===== src/rtl/core_tick_sequencer_pkg.sv =====
`default_nettype none
// ============================================================================
// Module   : core_tick_sequencer_pkg
// Brief    : Shared state encoding and defaults for the tick sequencer.
// Revision : 1.0 - initial release
// ============================================================================
package core_tick_sequencer_pkg;

    localparam int unsigned DEFAULT_TICK_PERIOD = 100000;

    typedef enum logic [1:0] {
        ST_IDLE  = 2'd0,
        ST_ISSUE = 2'd1,
        ST_WAIT  = 2'd2,
        ST_DRAIN = 2'd3
    } seq_state_t;

endpackage
`default_nettype wire


===== src/rtl/core_tick_sequencer_tick_period_counter.sv =====
`default_nettype none
// ============================================================================
// Module   : tick_period_counter
// Brief    : Saturating cycles-since-tick counter with period-expiry flag.
// Revision : 1.0 - initial release
// ============================================================================
module tick_period_counter
    import core_tick_sequencer_pkg::*;
#(
    parameter int unsigned TICK_PERIOD = DEFAULT_TICK_PERIOD
) (
    input  logic clk,
    input  logic rst,
    input  logic i_clear,
    input  logic i_enable,
    output logic o_expired
);

    localparam int unsigned       CNT_W    = $clog2(TICK_PERIOD + 1);
    localparam logic [CNT_W-1:0]  c_period = CNT_W'(TICK_PERIOD);
    localparam logic [CNT_W-1:0]  c_last   = CNT_W'(TICK_PERIOD - 1);

    logic [CNT_W-1:0] r_count;

    // Clear loads 1: the tick cycle itself is the first elapsed cycle.
    always_ff @(posedge clk) begin
        if (rst) begin
            r_count <= '0;
        end else if (i_clear) begin
            r_count <= CNT_W'(1);
        end else if (i_enable && (r_count != c_period)) begin
            r_count <= r_count + CNT_W'(1);
        end
    end

    // Flags the cycle whose edge completes the period, so a registered
    // next-state can place the following tick exactly TICK_PERIOD later.
    assign o_expired = (r_count >= c_last);

endmodule
`default_nettype wire


===== src/rtl/core_tick_sequencer.sv =====
`default_nettype none
// ============================================================================
// Module   : core_tick_sequencer
// Brief    : Global time-step sequencer: issues ticks, tracks busy cores,
//            records overruns and never ticks a core that is still busy.
// Revision : 1.0 - initial release
// ============================================================================
module core_tick_sequencer
    import core_tick_sequencer_pkg::*;
#(
    parameter int unsigned NUM_CORES   = 4,
    parameter int unsigned TICK_PERIOD = DEFAULT_TICK_PERIOD,
    parameter int unsigned TICK_CNT_W  = 32
) (
    input  logic                  clk,
    input  logic                  rst,
    input  logic                  i_start,
    input  logic                  i_stop,
    input  logic [TICK_CNT_W-1:0] i_num_ticks,
    input  logic [NUM_CORES-1:0]  i_core_done,
    output logic                  o_tick,
    output logic                  o_running,
    output logic [TICK_CNT_W-1:0] o_tick_index,
    output logic [NUM_CORES-1:0]  o_busy_mask,
    output logic                  o_overrun,
    output logic [NUM_CORES-1:0]  o_overrun_mask,
    output logic                  o_finished
);

    seq_state_t            r_state;
    seq_state_t            w_state_next;

    logic [TICK_CNT_W-1:0] r_latched;
    logic [TICK_CNT_W-1:0] r_tick_index;
    logic [NUM_CORES-1:0]  r_busy_mask;
    logic [NUM_CORES-1:0]  r_overrun_mask;
    logic                  r_running;
    logic                  r_overrun;
    logic                  r_finished;
    logic                  r_stop_pend;
    logic                  r_ovr_seen;

    logic [NUM_CORES-1:0]  w_busy_next;
    logic                  w_stop;
    logic                  w_count_reached;
    logic                  w_expired;
    logic                  w_start_acc;
    logic                  w_finish;
    logic                  w_ovr_event;
    logic                  w_in_issue;

    // Decisions look at busy state after this cycle's done pulses so the
    // next tick can follow the last done by one cycle.
    assign w_busy_next     = r_busy_mask & ~i_core_done;
    assign w_stop          = i_stop | r_stop_pend;
    assign w_count_reached = (r_latched != '0) && (r_tick_index == r_latched);
    assign w_in_issue      = (r_state == ST_ISSUE);

    tick_period_counter #(
        .TICK_PERIOD (TICK_PERIOD)
    ) u_period (
        .clk       (clk),
        .rst       (rst),
        .i_clear   (w_in_issue),
        .i_enable  (r_state == ST_WAIT),
        .o_expired (w_expired)
    );

    always_ff @(posedge clk) begin
        if (rst) begin
            r_state <= ST_IDLE;
        end else begin
            r_state <= w_state_next;
        end
    end

    always_comb begin
        w_state_next = r_state;
        w_start_acc  = 1'b0;
        w_finish     = 1'b0;
        w_ovr_event  = 1'b0;
        case (r_state)
            ST_IDLE: begin
                if (i_start) begin
                    w_start_acc  = 1'b1;
                    w_state_next = ST_ISSUE;
                end
            end
            ST_ISSUE: begin
                w_state_next = ST_WAIT;
            end
            ST_WAIT: begin
                if (w_stop) begin
                    if (w_busy_next == '0) begin
                        w_finish     = 1'b1;
                        w_state_next = ST_IDLE;
                    end else begin
                        w_state_next = ST_DRAIN;
                    end
                end else if (w_expired) begin
                    if (w_busy_next == '0) begin
                        if (w_count_reached) begin
                            w_finish     = 1'b1;
                            w_state_next = ST_IDLE;
                        end else begin
                            w_state_next = ST_ISSUE;
                        end
                    end else if (!r_ovr_seen) begin
                        w_ovr_event = 1'b1;
                    end
                end
            end
            ST_DRAIN: begin
                if (w_busy_next == '0) begin
                    w_finish     = 1'b1;
                    w_state_next = ST_IDLE;
                end
            end
            default: begin
                w_state_next = ST_IDLE;
            end
        endcase
    end

    always_ff @(posedge clk) begin
        if (rst) begin
            r_latched      <= '0;
            r_tick_index   <= '0;
            r_busy_mask    <= '0;
            r_overrun_mask <= '0;
            r_running      <= 1'b0;
            r_overrun      <= 1'b0;
            r_finished     <= 1'b0;
            r_stop_pend    <= 1'b0;
            r_ovr_seen     <= 1'b0;
        end else begin
            r_finished <= w_finish;

            if (w_start_acc) begin
                r_latched      <= i_num_ticks;
                r_running      <= 1'b1;
                r_tick_index   <= '0;
                r_overrun      <= 1'b0;
                r_overrun_mask <= '0;
            end else if (w_finish) begin
                r_running <= 1'b0;
            end

            if (r_state == ST_IDLE || w_finish) begin
                r_stop_pend <= 1'b0;
            end else if (i_stop) begin
                r_stop_pend <= 1'b1;
            end

            // A same-cycle done loses to the tick's set.
            if (w_in_issue) begin
                r_busy_mask  <= '1;
                r_tick_index <= r_tick_index + TICK_CNT_W'(1);
                r_ovr_seen   <= 1'b0;
            end else begin
                r_busy_mask <= w_busy_next;
                if (w_ovr_event) begin
                    r_ovr_seen <= 1'b1;
                end
            end

            if (w_ovr_event) begin
                r_overrun      <= 1'b1;
                r_overrun_mask <= r_overrun_mask | w_busy_next;
            end
        end
    end

    assign o_tick         = w_in_issue & ~rst;
    assign o_finished     = r_finished & ~rst;
    assign o_running      = r_running;
    assign o_tick_index   = r_tick_index;
    assign o_busy_mask    = r_busy_mask;
    assign o_overrun      = r_overrun;
    assign o_overrun_mask = r_overrun_mask;

endmodule
`default_nettype wire

===== config.mk =====
export PLATFORM = sky130hd
export DESIGN_NAME = core_tick_sequencer
export DESIGN_NICKNAME = d
export VERILOG_FILES = /design/src/rtl/core_tick_sequencer_pkg.sv /design/src/rtl/core_tick_sequencer_tick_period_counter.sv /design/src/rtl/core_tick_sequencer.sv
export SDC_FILE = /design/constraint.sdc
export NUM_CORES = 1
export LEC_CHECK = 0
export ABC_AREA = 1
export ABC_CLOCK_PERIOD_IN_PS = 2250
export CAP_MARGIN = 20
export CORE_ASPECT_RATIO = 0.75
export CORE_MARGIN = 2
export CORE_UTILIZATION = 54
export CTS_BUF_LIST = sky130_fd_sc_hd__clkbuf_8 sky130_fd_sc_hd__clkbuf_16
export CTS_CLUSTER_DIAMETER = 200
export DETAILED_ROUTE_END_ITERATION = 8
export PLACE_DENSITY = 0.8
export SLEW_MARGIN = 25
export SYNTH_ARGS = -nofsm -noshare
export SYNTH_HDL_FRONTEND = slang
export SYNTH_HIERARCHICAL = 1
export SYNTH_SLANG_ARGS = --single-unit

===== constraint.sdc =====
create_clock -name clk -period 2.25 [get_ports clk]
set_clock_uncertainty 0.2 [all_clocks]
set_input_delay 0.45 -clock clk [delete_from_list [all_inputs] [get_ports clk]]
set_output_delay 0.45 -clock clk [all_outputs]
set_load 0.05 [all_outputs]

Word-level counts from Yosys, hierarchy flattened
Index checks and enable logic that the tools add are counted.
{"block": "word_totals", "regBits": 96, "ramBits": 0, "memories": 0, "elab_cells": 76, "output_inout_bits": 44, "input_bits": 40, "latch_bits": 0, "mem_bits_ro": 0}
{"block": "op_classes", "shift": 0, "reduce_logical": 13, "eq_ne": 9, "n_addsub": 2, "n_mux": 32, "mul": 0, "bitwise_logic": 7, "n_div": 0, "order_cmp": 1}
{"cell": "two-way mux 32 bit", "count": 2}
{"cell": "adder 32 x 1 -> 32 bit (second input constant)", "count": 1}
{"cell": "equality test 32 bit", "count": 1}
{"cell": "nonzero test 32 bit", "count": 1}
{"cell": "two-way mux 1 bit", "count": 19}
{"cell": "adder 17 x 1 -> 17 bit (second input constant)", "count": 1}
{"cell": ">= comparator 17 bit (second input constant)", "count": 1}
{"cell": "inequality test 17 bit (second input constant)", "count": 1}
{"cell": "two-way mux 2 bit", "count": 6}
{"cell": "two-way mux 4 bit", "count": 3}
{"cell": "case mux 2 bit (4 select lines)", "count": 1}
{"cell": "nonzero test 2 bit", "count": 4}
{"cell": "inequality test 3 bit (second input constant)", "count": 2}
{"cell": "AND 4 bit", "count": 1}
{"cell": "equality test 2 bit (second input constant)", "count": 2}
{"cell": "zero test 4 bit", "count": 1}
{"cell": "inequality test 2 bit (second input constant)", "count": 2}
{"cell": "NOT 4 bit", "count": 1}
{"cell": "bitwise OR 4 bit", "count": 1}
{"cell": "AND reduction 4 bit", "count": 1}
{"cell": "OR reduction 2 bit", "count": 2}
{"cell": "AND 1 bit", "count": 2}
{"cell": "equality test 2 x 1 -> 1 bit (second input constant)", "count": 1}
{"cell": "logical AND 1 bit", "count": 2}
{"cell": "other kinds (5)", "count": 5}

Longest topological paths before layout
Gate-level depths: netlist (run 1).
{"block": "logic_depth", "ltp_word": 9, "depth_mapped": 13, "depth_no_buf": 13}

By module
Netlist (run 1), hierarchy kept.
{"mod": "core_tick_sequencer", "cells_each": 620, "seq_area_each_um2": 1581.5, "area_per_inst_um2": 4182.8, "instances": 1}
{"mod": "tick_period_counter", "cells_each": 194, "seq_area_each_um2": 340.3, "area_per_inst_um2": 1176.1, "instances": 1}

Worst setup path before layout (run 1)
No wires, ideal clock.
{"block": "synth_timing", "path_type": "flip-flop to flip-flop", "from": "register r_tick_index[0] (netlist: o_tick_index[0])", "to": "register r_tick_index[22] (netlist: o_tick_index[22])", "path_stages_with_launch": 13, "required_ns": 1.916, "synth_period_minus_slack_ns": 2.400, "path_slack_ns": -0.150, "arrival_ns": 2.066, "n_path_buf": 0, "setup_ns": 0.134, "path_cell_list": "dfxtp_1 > ha_1 > nand2_2 > nor2_4 > nand2_2 > nor2_2 > nand3_2 > nor2_4 > nand2_4 > nor2_8 > nand2_1 > nor2_1 > a211oi_2"}
{"block": "synth_via", "elab_chain_cells": 2}
{"element": "start, declared", "line_no": "core_tick_sequencer.sv:34", "rtl": "logic [TICK_CNT_W-1:0] r_tick_index;"}
{"element": "start signal, assigned", "line_no": "core_tick_sequencer.sv:158", "rtl": "r_tick_index <= r_tick_index + TICK_CNT_W'(1);"}
{"element": "adder 32 x 1 -> 32 bit", "line_no": "core_tick_sequencer.sv:158"}
{"element": "two-way mux 32 bit", "line_no": "core_tick_sequencer.sv:156", "rtl": "if (w_in_issue) begin"}
No other way between the ends.
A chain may end at the register's enable or synchronous reset.

Worst setup path in the final report (run 1)
{"block": "layout_timing", "from": "register r_tick_index[1] (netlist: o_tick_index[1])", "to": "output o_tick_index[1]"}
{"element": "end, declared", "line_no": "core_tick_sequencer.sv:23", "rtl": "output logic [TICK_CNT_W-1:0] o_tick_index,"}
No word-level cell between the ends.

==> flow_summary_export.csv, run 1 <==
group,metric,value,unit
status,outcome,"completed",
placed_design,place_congestion,0.919,
synthesis,yosysWarnings,6,
sta,grt_setup_unrepaired,"true",
sta,finalSetupViolCount,0,
setup_path,cp-start-kind,"register",
synthesis,yosys.area.top_type,"dfxtp_1",
floorplan,dieHeight,90.3,um
synthesis,syn_area,5360,um2
setup_path,reg2reg_setup_slack,0.15,ns
final_layout,design_area,6730,um2
power,power.density,838,nW/um2
sta,fmax,452,MHz
synthesis,synth-async-reset-ratio,0,
floorplan,num_rows,31,
final_layout,n_antenna_cell,0,
detailed_routing,totalWireLength,14900,um
power,p_leak,2.71,nW
sta,hold_viol_final,0,
floorplan,ios,84,
floorplan,start_util,0.555,
global_routing,grt_pass1_vias,5234,
final_layout,drive_above_1_share,0.147,
setup_path,crit_type,"reg2out",
setup_path,r2r_cells,14,
sta,fin_hold_ws,0.267,ns
setup_path,cp_slowest_cell,"clkdlybuf4s50_1",
setup_path,crit_buf_inv,1,
sta,tightestPinTransition,0.526,ns
clocking,root_buffer,"clkbuf_16",
placed_design,io_buffers,83,
synthesis,ys.flop_type,"dfxtp_1",
power,ir_worst_vdd,0.000572,V
clocking,cts_buffers,9,
detailed_routing,via_per_inst,5.42,
sta,relSlewSlack,0.648,
synthesis,seq_area_frac_synth,0.359,
detailed_routing,ant_nets,0,
sta,min_period,2.21,ns
setup_path,critical_path.cell_chain,"clkdlybuf4s50_1",
setup_path,r2r_end,"r_state[0]",
final_layout,final_nets,950,
setup_path,crit_path_end,"o_tick_index[1]",
detailed_routing,vias,5650,
synthesis,synth_top_cell_area_share,0.359,
floorplan,fp.coreArea,9660,um2
run,max_cap_violations,0,
synthesis,synth_fp_nets,857,
sta,post-route-period-util,0.982,
detailed_routing,route.detailed.drc,0,
synthesis,synth_area_leaders,"dfxtp_1, nand2_1, nor2_1, inv_1, a21oi_1",
synthesis,synth-edff-count,0,
floorplan,die-width,119,um
setup_path,cp.depth,1,
detailed_routing,drt-initial-drc-count,455,
floorplan,die-area,10700,um2
setup_path,cp_max_fo,6,
clocking,cts_buffer_depth,2,
global_routing,grt_overflow,0,
setup_path,worst_ep_arrival_time,1.56,ns
setup_path,critPathCaptureType,"output pin",
detailed_routing,drt_pass1_iterations,8,
global_routing,grt_pass1_wl,24700,um
synthesis,netlist_instances,814,
min_path,worstHoldStart,"o_running",
clocking,clk_latency,0.35,ns
clocking,clkSinkCount,96,
placed_design,dp_hpwl,10700,um
global_routing,grt_max_degree,69,
min_path,hold_path.class,"reg2reg",
clocking,path_clk_slew,0.06,ns
sta,slew_violations,0,
setup_path,max_stage_delay,0.84,ns
clocking,cts_hold_buf,0,
setup_path,r2r-start,"u_period/r_count[1]",
setup_path,critical-path-top-delay-family,"buffers and inverters",
detailed_routing,wl_per_cell,14.3,um
clocking,htree_levels,3,
synthesis,synth_common_cells,"nand2_1, nor2_1, dfxtp_1",
placed_design,place_area,6400,um2
clocking,tritoncts,"built",
global_routing,antenna_found_initial,0,
synthesis,synth-seq-cells,96,
synthesis,yosysUniqueCellTypes,45,
setup_path,worstPathRequired,1.60,ns
synthesis,synth_most_common_cell,"nand2_1",
final_layout,area.growth.synth_to_final,25.6,%
setup_path,startpoint,"o_tick_index[1]",
global_routing,track_usage,0.282,
synthesis,avgSynthCellArea,6.58,um2
metrics by stage:
stage	utilization	setup slack (ns)	TNS, ns	power, mW	instances
floorplan	-	0.0615	0	3.50	814
global placement	0.662	0.135	0	4.05	1028
detailed placement	0.662	0.0517	0	4.10	1028
CTS	0.692	0.0105	0	5.61	1043
global route	0.697	-0.0363	-0.0595	5.97	1043
finish	0.697	0.0395	0	5.64	1043
per-layer routing:
| layer | GRT usage | vias to the layer above | part of all wire |
|---|---|---|---|
| met3 | 0.0581 | 32 | 0.077 |
| met2 | 0.447 | 248 | 0.44 |
| met5 | 0 | - | 0 |
| li1 | - | 2796 | - |
| met4 | 0.0823 | 0 | 0.022 |
| met1 | 0.388 | 2574 | 0.46 |
registers in the layout, indices dropped and copies added, names as in the netlist:
name	count
r_stop_pend	1
o_tick_index	32
r_finished	1
u_period/r_count	17
r_ovr_seen	1
o_overrun	1
o_overrun_mask	4
r_latched	32
o_running	1
o_busy_mask	4
r_state	2
area by class of cell:
class	count	area, um2
clock buffer	10	239
clock inverter	5	48.8
fill	777	2930
inverter	95	357
multi-input combinational	597	2980
sequential	96	1930
tap	132	165
timing repair buffer	108	1010
cells by family after synthesis:
kind of cell / synth area share
AOI/OAI and AO/OA: 0.148
buffers and inverters: 0.0925
and+or+nand+nor: 0.358
xor gates and xnor gates: 0.0360
adders and majority gates: 0.00701
DFF: 0.359
what timing repair did:
action,4_1_cts,5_1_grt
endpoints found under the setup margin,1,17
setup buffers,0,0
resized for setup,1,20
pin swaps,0,2
power breakdown:
part	switching (mW)	internal (mW)
combinational	1.26	0.708
sequential	0.196	1.94
clock	0.650	0.876
total	2.11	3.53
how the worst min path moves through the flow:
stage	end	slack, ns	cells past startpoint
after global placement	o_running	0.25	2
after detailed placement	o_overrun	0.26	2
after floorplan	r_ovr_seen	0.24	2
after global routing	o_overrun	0.29	2
after CTS	o_overrun	0.27	2
final	o_running	0.27	2
layout by cell type (no fill, tap or decap), types with 4 or more instances in the layout:
cell               n
clkbuf_16          9
o21ai_0           45
xor2_1             6
nand2_1          215
a21oi_2            6
clkdlybuf4s50_1   50
a221oi_1           4
nand4_1           17
inv_2              9
a211oi_1          13
nor3_1             8
inv_1             86
nor2_4             5
nor4_1             4
nand2_2            9
buf_4             50
xnor2_1           16
nand3_1           30
nor2_1           124
dfxtp_2            4
dfxtp_1           90
a21oi_1           51
buf_12             5
nor2_2            11
(Power assumes the default switching activity.)
==> run 2: changes to the inputs <==
- CAP_MARGIN: 20 -> default
==> results of run 2 <==
The final DEF is identical to that of run 1; final timing and power are the same.
